## src/rtl/seq_divider_if.sv

```systemverilog
// Handshake and operand/result bundle for seq_divider.
// master: execute-stage controller (drives start/A/B).
// slave : the divider (drives results and status).
interface seq_divider_if #(
   parameter int N = 32
);
   logic         start;
   logic [N-1:0] A;
   logic [N-1:0] B;
   logic [N-1:0] Q;
   logic [N-1:0] R;
   logic         busy;
   logic         done;
   logic         dbz;
   logic         OF;

   modport master (output start, A, B, input Q, R, busy, done, dbz, OF);
   modport slave  (input start, A, B, output Q, R, busy, done, dbz, OF);
endinterface

```

## src/rtl/seq_divider.sv

```systemverilog
// seq_divider: multi-cycle restoring divider, one quotient bit per clock.
// The unsigned core always runs on magnitudes. Define SIGNED_DIV_EN to
// accept two's complement operands: the sign fix-up is folded into the
// result write, so latency does not change.
// The default build is unsigned only, and OF stays 0.
module seq_divider #(
   parameter int N = 32
) (
   input  logic          clk,
   input  logic          rst,
   seq_divider_if.slave  dif
);
   localparam int CW = (N > 2) ? $clog2(N) : 1;

   typedef enum logic [1:0] {IDLE, RUN, DONE} state_t;

   state_t         state, state_nxt;
   logic           accept;

   logic [N-1:0]   rem;      // partial remainder, always < divisor
   logic [N-1:0]   dvd;      // dividend shifting out, quotient shifting in
   logic [N-1:0]   dvs;      // latched divisor magnitude
   logic [CW-1:0]  cnt;
   logic [N-1:0]   q_r, r_r;
   logic           dbz_r, of_r;

   logic [N-1:0]   ua, ub;   // operand magnitudes at accept time
   logic           ovf_in;
   logic           q_neg_r, r_neg_r, ovf_r;

   logic [N:0]     sh, trial;
   logic [N-1:0]   rem_step, dvd_step;
   logic [N-1:0]   q_fin, r_fin;

`ifdef SIGNED_DIV_EN
   logic a_neg, b_neg;
   assign a_neg  = dif.A[N-1];
   assign b_neg  = dif.B[N-1];
   assign ua     = a_neg ? (~dif.A + 1'b1) : dif.A;
   assign ub     = b_neg ? (~dif.B + 1'b1) : dif.B;
   assign ovf_in = (dif.A == {1'b1, {(N-1){1'b0}}}) && (dif.B == {N{1'b1}});
`else
   assign ua     = dif.A;
   assign ub     = dif.B;
   assign ovf_in = 1'b0;
`endif

   // One restoring step. sh is the (N+1)-bit partial remainder, so the
   // trial subtract keeps its borrow in bit N.
   always_comb begin
      sh       = {rem, dvd[N-1]};
      trial    = sh - {1'b0, dvs};
      rem_step = trial[N] ? sh[N-1:0] : trial[N-1:0];
      dvd_step = {dvd[N-2:0], ~trial[N]};
      q_fin    = q_neg_r ? (~dvd_step + 1'b1) : dvd_step;
      r_fin    = r_neg_r ? (~rem_step + 1'b1) : rem_step;
   end

   // State register.
   always_ff @(posedge clk or posedge rst) begin
      if (rst) state <= IDLE;
      else     state <= state_nxt;
   end

   // Next state. DONE accepts a new start like IDLE, so there is no bubble.
   always_comb begin
      state_nxt = state;
      accept    = 1'b0;
      case (state)
         IDLE, DONE: begin
            if (state == DONE) state_nxt = IDLE;
            if (dif.start) begin
               accept    = 1'b1;
               state_nxt = (dif.B == '0) ? DONE : RUN;
            end
         end
         RUN: if (cnt == '0) state_nxt = DONE;
         default: state_nxt = IDLE;
      endcase
   end

   // Datapath: load on accept, iterate in RUN, write results on DONE entry.
   always_ff @(posedge clk or posedge rst) begin
      if (rst) begin
         rem     <= '0;
         dvd     <= '0;
         dvs     <= '0;
         cnt     <= '0;
         q_r     <= '0;
         r_r     <= '0;
         dbz_r   <= 1'b0;
         of_r    <= 1'b0;
         q_neg_r <= 1'b0;
         r_neg_r <= 1'b0;
         ovf_r   <= 1'b0;
      end else if (accept) begin
         dbz_r <= 1'b0;
         of_r  <= 1'b0;
         dvs   <= ub;
         if (dif.B == '0) begin
            q_r   <= '1;
            r_r   <= dif.A;
            dbz_r <= 1'b1;
         end else begin
            rem   <= '0;
            dvd   <= ua;
            cnt   <= CW'(N-1);
            ovf_r <= ovf_in;
`ifdef SIGNED_DIV_EN
            q_neg_r <= a_neg ^ b_neg;
            r_neg_r <= a_neg;
`else
            q_neg_r <= 1'b0;
            r_neg_r <= 1'b0;
`endif
         end
      end else if (state == RUN) begin
         rem <= rem_step;
         dvd <= dvd_step;
         if (cnt == '0) begin
            q_r  <= q_fin;
            r_r  <= r_fin;
            of_r <= ovf_r;
         end else begin
            cnt <= cnt - 1'b1;
         end
      end
   end

   assign dif.Q    = q_r;
   assign dif.R    = r_r;
   assign dif.busy = (state == RUN);
   assign dif.done = (state == DONE);
   assign dif.dbz  = dbz_r;
   assign dif.OF   = of_r;

endmodule

```

## src/flat_wrapper.sv

```systemverilog
// flat-port wrapper written by rule: the top's interface ports become plain ports
module seq_divider_flat 
#(
   parameter int N = 32
)
  (clk, rst, dif_start, dif_A, dif_B, dif_Q, dif_R, dif_busy, dif_done, dif_dbz, dif_OF);
  seq_divider_if #(.N(N)) dif_i ();
  input  logic clk;
  input  logic rst;
  input wire logic [$bits(dif_i.start)-1:0] dif_start;
  input wire logic [$bits(dif_i.A)-1:0] dif_A;
  input wire logic [$bits(dif_i.B)-1:0] dif_B;
  output wire logic [$bits(dif_i.Q)-1:0] dif_Q;
  output wire logic [$bits(dif_i.R)-1:0] dif_R;
  output wire logic [$bits(dif_i.busy)-1:0] dif_busy;
  output wire logic [$bits(dif_i.done)-1:0] dif_done;
  output wire logic [$bits(dif_i.dbz)-1:0] dif_dbz;
  output wire logic [$bits(dif_i.OF)-1:0] dif_OF;
  assign dif_i.start = dif_start;
  assign dif_i.A = dif_A;
  assign dif_i.B = dif_B;
  assign dif_Q = dif_i.Q;
  assign dif_R = dif_i.R;
  assign dif_busy = dif_i.busy;
  assign dif_done = dif_i.done;
  assign dif_dbz = dif_i.dbz;
  assign dif_OF = dif_i.OF;
  seq_divider #(.N(N)) u_core (.clk(clk), .rst(rst), .dif(dif_i));
endmodule
```

## config.mk

```make
export PLATFORM = sky130hd
export DESIGN_NAME = seq_divider_flat
export DESIGN_NICKNAME = d
export VERILOG_FILES = /design/src/rtl/seq_divider_if.sv /design/src/rtl/seq_divider.sv /design/src/flat_wrapper.sv
export SDC_FILE = /design/constraint.sdc
export NUM_CORES = 1
export LEC_CHECK = 0
export CORE_UTILIZATION = 33
export CTS_CLUSTER_SIZE = 16
export DETAILED_ROUTE_END_ITERATION = 16
export PLACE_DENSITY_LB_ADDON = 0.3
export SLEW_MARGIN = 20
export SYNTH_ARGS = -nofsm -noshare
export SYNTH_HDL_FRONTEND = slang
export SYNTH_SLANG_ARGS = --single-unit
```

## constraint.sdc

```tcl
create_clock -name clk -period 6.9 [get_ports clk]
set_input_delay 1.035 -clock clk [delete_from_list [all_inputs] [get_ports clk]]
set_output_delay 1.035 -clock clk [all_outputs]
set_load 0.01 [all_outputs]
```

# --- Yosys cells after proc, flatten, opt, wreduce, memory -nomap -nowiden ---
# Index checks and enable logic that the tools add are counted.
classes:
  n_bitwise: 1
  muxes: 30
  n_addsub: 2
  reduce_logical: 11
  n_eq_ne: 7
op_table:
  columns: ["op", "n"]
  rows:
  - ["32-bit 2-to-1 mux", 15]
  - ["33-bit by 32-bit subtractor with 33-bit output", 1]
  - ["32-bit zero test", 1]
  - ["5-bit 2-to-1 mux", 4]
  - ["2-bit 2-to-1 mux", 4]
  - ["1-bit 2-to-1 mux", 6]
  - ["2-bit AND reduction", 3]
  - ["3-bit AND reduction", 2]
  - ["5-bit zero test", 1]
  - ["5-bit by 1-bit subtractor with 5-bit output (second input constant)", 1]
  - ["2-bit by 1-bit inequality test with 1-bit output (second input constant)", 2]
  - ["2-bit inequality test (second input constant)", 2]
  - ["2-bit one-hot mux with 2 select lines", 1]
  - ["2-bit nonzero test", 2]
  - ["3-bit inequality test (second input constant)", 1]
  - ["2-bit by 1-bit == test with 1-bit output (second input constant)", 1]
  - ["2-bit == test (second input constant)", 1]
  - ["2-bit zero test", 1]
  - ["2-bit OR reduction", 1]
  - ["1-bit NOT", 1]
totals:
  reg_bits: 169
  output_inout_bits: 68
  inputBits: 67

# --- Longest topological paths before layout ---
# Gate-level depths: netlist (run 1).
logic_depth:
  depth_word: 5
  mapped_depth: 13
  mapped_depth_nobuf: 12

# --- Worst setup path after synthesis (run 1) ---
# Ideal clock, no wire load.
synth_path:
  path_type: "register -> register"
  from: "register u_core.rem[28]"
  to: "register u_core.r_r[19], in the netlist u_core.dif.R[19]"
  setup_slack_ns: 3.831
  stages_incl_launch_ff: 10
  required_time_ns: 6.774
  synth_period_minus_slack_ns: 3.069
  arrival_time_ns: 2.943
  n_path_buf: 1
  setup_ns: 0.126
  cell_sequence: "dfrtp_1 > ha_1 > buf_6 > a211o_1 > a2111o_1 > and2_4 > or3_4 > o211ai_4 > mux2_2 > a221o_1"
synth_between:
  elab_chain_cells: 5
synth_lines:
  columns: ["item", "line", "rtl"]
  rows:
  - ["from (decl)", "seq_divider.sv:20", "logic [N-1:0] rem;"]
  - ["from (signal assigned)", "seq_divider.sv:118", "rem <= rem_step;"]
  - ["33-bit by 32-bit subtractor with 33-bit output", "seq_divider.sv:52", "trial = sh - {1'b0, dvs};"]
  - ["32-bit 2-to-1 mux", "seq_divider.sv:53", "rem_step = trial[N] ? sh[N-1:0] : trial[N-1:0];"]
  - ["32-bit 2-to-1 mux", "seq_divider.sv:120", "if (cnt == '0) begin"]
  - ["32-bit 2-to-1 mux", "seq_divider.sv:117", "end else if (state == RUN) begin"]
  - ["32-bit 2-to-1 mux", "seq_divider.sv:96", "end else if (accept) begin"]
  - ["to (signal assigned)", "seq_divider.sv:102", "r_r <= dif.A;"]
  - ["to (signal assigned)", "seq_divider.sv:122", "r_r <= r_fin;"]
  - ["to (decl)", "seq_divider.sv:24", "logic [N-1:0] q_r, r_r;"]
# Every way passes these cells. The select of a mux whose other input is x is not followed.
# A chain may end at the register's enable or synchronous reset.

# --- Worst setup path after layout (run 1) ---
layout_path:
  from: "input dif_start"
  to: "register u_core.r_r[19], in the netlist u_core.dif.R[19]"
layout_between:
  elab_chain_cells: 4
  elab_cells_between_ends: 7
layout_lines:
  columns: ["item", "line", "rtl"]
  rows:
  - ["from (decl)", "flat_wrapper.sv:10", "input wire logic [$bits(dif_i.start)-1:0] dif_start;"]
  - ["1-bit 2-to-1 mux (*)", "seq_divider.sv:72", "if (dif.start) begin"]
  - ["1-bit 2-to-1 mux (*)", "seq_divider.sv:69", "case (state)"]
  - ["2-bit inequality test (no line) or 2-bit nonzero test (tied branches)", null, null]
  - ["3-bit AND reduction (no line)", null, null]
# Mark *: on every way between the ends. The rest lies on a longest branch, timed or not.

==> results.md, run 1 <==
- Crit. End Element: flip-flop
- Crit path DAT: approximately 4.6 ns
- Clock buffer depth: 2
- Core outline area: 27,100 µm²
- Worst-margin pin slew: ~0.89 ns
- Worst Path Required: between 7 and 8 ns
- Vias in the first global route: roughly 8,000
- Period utilization: 0.619
- CTS resizes: 0
- Status: completed
- Register area share after synthesis: 0.459
- Die X: approximately 170 µm
- Crit Reg-Reg Endpoint: u_core.dif.R[1]
- Fillers: ~2,700
- Leakage: 5.03 nW
- Hold Vio Cnt, Final: 0
- Gr usage total: 0.189
- Yosys warns: 0
- Critical Path Start: dif_start
- FFs w/ async S/R, synth: 1.00
- Worst-skew pair later-pin latency: approximately 0.43 ns
- Pre-CTS setup slack: between 2 and 2.5 ns
- I/O Buffers: between 100 and 150
- Antenna violations before repair: 0
- Highest clock rate: around 230 MHz
- Synth unique cells: 68
- Critical path type: in2reg
- Setup repair after global routing missed its margin: false
- CTS tree: yes
- Post-route ant nets: 0
- Layout cell share with drive strength beyond 1: 0.0527
- Post-synth EDFFs: 0
- TNS Setup: 0 ns
- Worst r2r src: u_core.dvd[31]
- Hold-fix buffers, CTS: 0
- Via density: 5.18
- Cell Rows: 60
- Final WL: around 26 mm
- Clock transition at path regs: roughly 0.07 ns
- Global route total overflow: 0
- ANT cells: 0
- Die area: approximately 28,000 µm²
- First-pass GRT wire length: 41.7 mm
- Pwr per Cell Area: roughly 460 nW/µm²
- Largest net degree at the start of global routing: 78
- Reg2Reg Depth: 13
- Syn Nets: 1,173
- Syn-to-layout area delta: 24.5%
- Final setup vio count: 0
- Top_reg_cell synth: dfrtp_1
- Critical Path Start Type: input pin
- Crit path max fanout: just over 70
- Final Skew: ~0.011 ns
- H-tree Lvls: 4
- Tmin final: ~4.3 ns
- Max IR drop VDD: approximately 0.00019 V
- Final GP Congestion: around 0.89
- Worst setup path endpoint: u_core.dif.R[19]
- Pins Over Slew Limit: 0
- I/O Pins: between 100 and 150
- Mapped Cells: 1,071
- Netlist Area Pre-Place: between 9000 and 10,000 µm²
- Iter 0 DRT Violations: ~550
- Synthesized area per cell: approximately 8.6 µm²
- Pre-Repair DR Iteration Count: 5
- Num Clock Sinks: 168
- HPWL after DPL: ~19 mm
- PnR worst setup slack: 2.63 ns
- Max-cap violations: 0
- Nets: ~1,300
- Via count: about 8,000
- Initial core utilization: 0.338
- Hold Path Stages: 2
- HP Class: reg2reg
- Slack of the worst reg-to-reg path: approximately 2.8 ns
- Slew Limit Headroom: 0.402
- Die height: between 150 and 200 µm
- Routed WL per cell: 17.0 µm
- Num CTS Buffers: 17
- Post-route DRC: 0
- Post-CTS setup buffer count: 0
- Root Driver: clkbuf_16
- Post-synthesis register bit count: 168
## placed cells by master, fill, tap and decap left out, drive strengths merged, types with 10 or more instances in the layout
cell / netlist / layout
a31oi: 64 / 64
nor2: 71 / 71
dfrtp: 168 / 168
o21a: 11 / 11
a21oi: 46 / 46
nand4: 11 / 11
inv: 46 / 52
nor4: 11 / 11
clkbuf: 57 / 18
o221ai: 14 / 14
nand2: 238 / 238
clkdlybuf4s50: 0 / 133
buf: 13 / 11
o21ai: 119 / 119
nor3: 21 / 21
ha: 34 / 34
xor2: 12 / 12
mux2i: 12 / 12
nand2b: 10 / 10
xnor2: 15 / 15
## registers in the layout, indices dropped and copies added, names as in the netlist
signal	count
u_core.dif.Q	32
u_core.dif.R	32
u_core.dvd	32
u_core.dvs	32
u_core.rem	32
u_core.cnt	5
u_core.state	2
u_core.dif.dbz	1
## synth_stat cells, types with 6 or more instances
library cell / number / share of area
and2_1: 7 / 0.0048
nor3_1: 21 / 0.011
nor2_1: 71 / 0.029
nor4_1: 11 / 0.0075
mux2i_1: 12 / 0.013
a21oi_1: 45 / 0.025
xor2_1: 12 / 0.011
dfrtp_1: 168 / 0.46
nand3_1: 6 / 0.0033
inv_1: 46 / 0.019
o21a_1: 11 / 0.0090
xnor2_1: 15 / 0.014
nand4_1: 11 / 0.0075
ha_1: 34 / 0.046
nand2_1: 238 / 0.097
o21ai_0: 115 / 0.063
a21o_1: 8 / 0.0066
a31oi_1: 64 / 0.044
nand2b_1: 10 / 0.0068
clkbuf_1: 57 / 0.023
o221ai_1: 14 / 0.013
## worst max-delay path, stage by stage
cell and delay [ns]:
clkdlybuf4s50_1 0.52, nor2b_4 0.19, buf_4 0.33, o21ai_4 0.21, buf_4 0.51, clkinv_1 0.83, buf_4 0.51, a221o_1 0.38
## layer usage
metal / wire length, µm / track usage / vias to the layer above
met5: 0 / 0 / -
met4: 667 / 0.0628 / 0
met3: 1070 / 0.0306 / 40
met2: 12900 / 0.323 / 180
met1: 11700 / 0.242 / 3872
li1: - / - / 3931
## stage by stage
stage,power [mW],hold WS [ns],cells,util,instance area (µm²)
3_3_place_gp,4.16,0.457,1517,0.397,10800
5_1_grt,5.63,0.492,1548,0.421,11400
6_report,5.23,0.467,1548,0.421,11400
2_1_floorplan,3.26,0.452,1071,-,9170
3_5_place_dp,4.19,0.459,1517,0.397,10800
4_1_cts,5.27,0.474,1548,0.421,11400
## power by group
group / switching [mW] / total, mW / internal, mW
clock network: 0.439 / 1.07 / 0.627
logic: 1.45 / 2.49 / 1.05
registers: 0.267 / 1.67 / 1.41
total: 2.16 / 5.23 / 3.08
## final cells by class
type | instances | area, µm² | area share
inverter | 46 | 178 | 0.0156
tap | 372 | 465 | 0.0408
clock buffer | 18 | 439 | 0.0385
sequential | 168 | 4200 | 0.368
timing repair buffer | 144 | 1410 | 0.124
multi-input combinational | 787 | 4510 | 0.395
clock inverter | 13 | 204 | 0.0179
## kinds of logic (layout without fill, tap and decap cells)
kind of cell	count (synthesis)	count (layout)	synth area share
AND/OR/NAND/NOR	395	395	0.184
AO/OA/AOI/OAI	314	314	0.213
flip-flops	168	168	0.459
buffers and inverters	116	221	0.0527
adder cells (fa/ha/maj)	35	35	0.0486
XOR/XNOR	27	27	0.0258
multiplexers	15	15	0.0168
other	1	1	0.000409
## how the worst min path moves through the flow
stage / start / end / slack (ns)
3_5_place_dp: u_core.dif.Q[20] / u_core.dif.Q[20] / 0.46
3_3_place_gp: u_core.dif.Q[9] / u_core.dif.Q[9] / 0.46
2_1_floorplan: u_core.dvs[0] / u_core.dvs[0] / 0.45
6_report: u_core.dif.Q[8] / u_core.dif.Q[8] / 0.47
4_1_cts: u_core.dif.Q[20] / u_core.dif.Q[20] / 0.47
5_1_grt: u_core.dif.Q[2] / u_core.dif.Q[2] / 0.49
Note: power is estimated with default switching activity, not from simulation.
==> inputs of run 2 (changes only) <==
Clock period 6.9 ns to 3.6 ns, I/O delays scaled along.
==> run 2 against run 1 <==
  * Combinational power increased by 98%
  * Largest cell class unchanged
  * Sequential share of layout area decreased by 0.34 points
  * Clock power increased by 76%
  * First-iteration DRC count increased by 11%
  * Final area increased by 0.93%
  * Critical endpoint is now u_core.dif.R[1]
  * Via count increased by 1.7%
==> results.md, run 2 (synthesis gave the netlist of run 1 again) <==
- Status: completed
- Max-cap violations: 0
- Layout cell share with drive strength beyond 1: 0.0623
- Buf/Inv on CP: 1
- Critical Path Start Type: flip-flop
- Core outline area: 27,100 µm²
- Largest net degree at the start of global routing: 75
- Initial core utilization: 0.338
- Worst Path Required: approximately 3.9 ns
- Period utilization: 0.927
- Hold-fix buffers, CTS: 0
- Vias in the first global route: 8,231
- Critical path type: reg2reg
- Final setup vio count: 0
- TNS Setup: 0 ns
- Die X: about 170 µm
- Crit. End Element: flip-flop
- Pre-CTS setup slack: about 0.23 ns
- Commonest non-fill, non-tap cell in the layout: nand2_1
- Design area: 11,500 µm²
- Post-CTS setup buffer count: 0
- Register Area: ~4200 µm²
- Via density: approximately 5.2
- Gr usage total: 0.199
- Crit path DAT: approximately 3.7 ns
- Pins Over Slew Limit: 0
- Num Clock Sinks: about 170
- Nets: ~1,300
- Leakage: approximately 5.1 nW
- Global route total overflow: 0
- Tmin final: 3.34 ns
- Antenna violations before repair: 0
- Layout Utilization: 0.425
- CTS tree: yes
- Worst-margin pin slew: approximately 0.71 ns
- Iter 0 DRT Violations: approximately 600
- HPWL after DPL: 20.2 mm
- Final WL: between 20 and 30 mm
- Num CTS Buffers: 17
- Clock buffer depth: 2
- Max IR drop VDD: between 0.0005 and 0.0006 V
- Die height: about 170 µm
- Final Skew: ~0.011 ns
- Area of the multi-input gates: 4510 µm²
- PnR worst setup slack: ~0.26 ns
- Cell Rows: 60
- Post-route DRC: 0
- HP Class: reg2reg
- I/O Buffers: between 100 and 150
- DP Area: 10,900 µm²
- First-pass GRT wire length: 44.3 mm
- ANT cells: 0
- Slew Limit Headroom: 0.528
- Post-route ant nets: 0
- Routed WL per cell: around 18 µm
- Highest clock rate: approximately 300 MHz
- Clock transition at path regs: around 0.08 ns
- Most frequent cells in the layout: 237 x nand2_1, 168 x dfrtp_1, 133 x clkdlybuf4s50_1
- I/O Pins: between 100 and 150
- Hold Vio Cnt, Final: 0
- Syn-to-layout area delta: 25.7%
- Die area: about 28,000 µm²
- Max incr delay on CP: around 0.43 ns
- Pwr per Cell Area: 870 nW/µm²
- Crit path max fanout: 36
- Fillers: 2,704
- H-tree Lvls: 4
- Total power: 10.0 mW
- Setup repair after global routing missed its margin: false
- Root Driver: clkbuf_16
- Pre-Repair DR Iteration Count: 5
- Worst-skew pair later-pin latency: about 0.44 ns
- Critical path's top delay family: compound AO/OA/AOI/OAI gates
- Final GP Congestion: between 0.8 and 0.9
- Cells along the critical path: ha_1 > a211o_1 > a2111o_1 > and2_4 > or3_4 > o211ai_4 > buf_12 > mux2i_1 > o21ai_0 > mux2_2
- Worst path slowest cell: dfrtp_1
- Via count: ~8,000
run 2: cell count changes in the layout (fill, tap and decap cells not counted):
cell        previous run  this run
a211oi_1               5         4
a211oi_2               1         2
buf_12                 0         6
buf_4                 11        15
bufinv_16              4         0
clkbuf_8               1         0
clkinv_8               0         3
clkinvlp_4             0         2
inv_12                 0         1
inv_6                  6         2
inv_8                  2         6
nand2_2                0         1
nand2_4                1         0
run 2: final timing paths:
check	startpoint	cells after the start	slack, ns	end
max	u_core.rem[28]	10	0.26	u_core.dif.R[1]
min	u_core.dif.Q[6]	2	0.47	u_core.dif.Q[6]
max reg2reg	u_core.rem[28]	10	0.26	u_core.dif.R[1]
min reg2reg	u_core.dif.Q[6]	2	0.47	u_core.dif.Q[6]
max in group asynchronous	rst	3	2.34	u_core.dif.R[24]
min in group asynchronous	rst	2	0.51	u_core.dvs[5]
run 2: area by class of cell:
| class | count | share of cell area |
|---|---|---|
| Inverter | 46 | 0.0153 |
| Multi-Input combinational cell | 787 | 0.391 |
| Clock inverter | 15 | 0.0152 |
| Timing Repair Buffer | 154 | 0.136 |
| Clock buffer | 17 | 0.0369 |
| Sequential cell | 168 | 0.365 |
| Tap cell | 372 | 0.0404 |
run 2: report_power, final:
part / leakage (nW) / switching (mW) / internal (mW)
clock network: 0.291 / 0.935 / 0.945
logic: 2.73 / 2.85 / 2.08
registers: 2.06 / 0.521 / 2.69
run 2: stage by stage:
| step | hold WS, ns | instances |
|---|---|---|
| after CTS | 0.475 | 1559 |
| after detailed placement | 0.456 | 1527 |
| after global placement | 0.450 | 1527 |
| after floorplan | 0.452 | 1071 |
| final | 0.467 | 1559 |
| after global routing | 0.488 | 1559 |
run 2: metal layers:
metal / global-route usage / wire length, µm
met5: 0 / 0
met4: 0.0656 / 696
met3: 0.0358 / 1030
met2: 0.345 / 13700
met1: 0.250 / 12000
run 2: timing repair:
item | CTS | global route
resized for setup | 0 | 1
setup endpoints to repair | 0 | 11
hold endpoints to repair | 0 | 0
run 2: worst min-delay path, stage by stage (launching register included):
cell and delay [ns]:
dfrtp_1 0.35, nand2_1 0.05, nand2_1 0.04
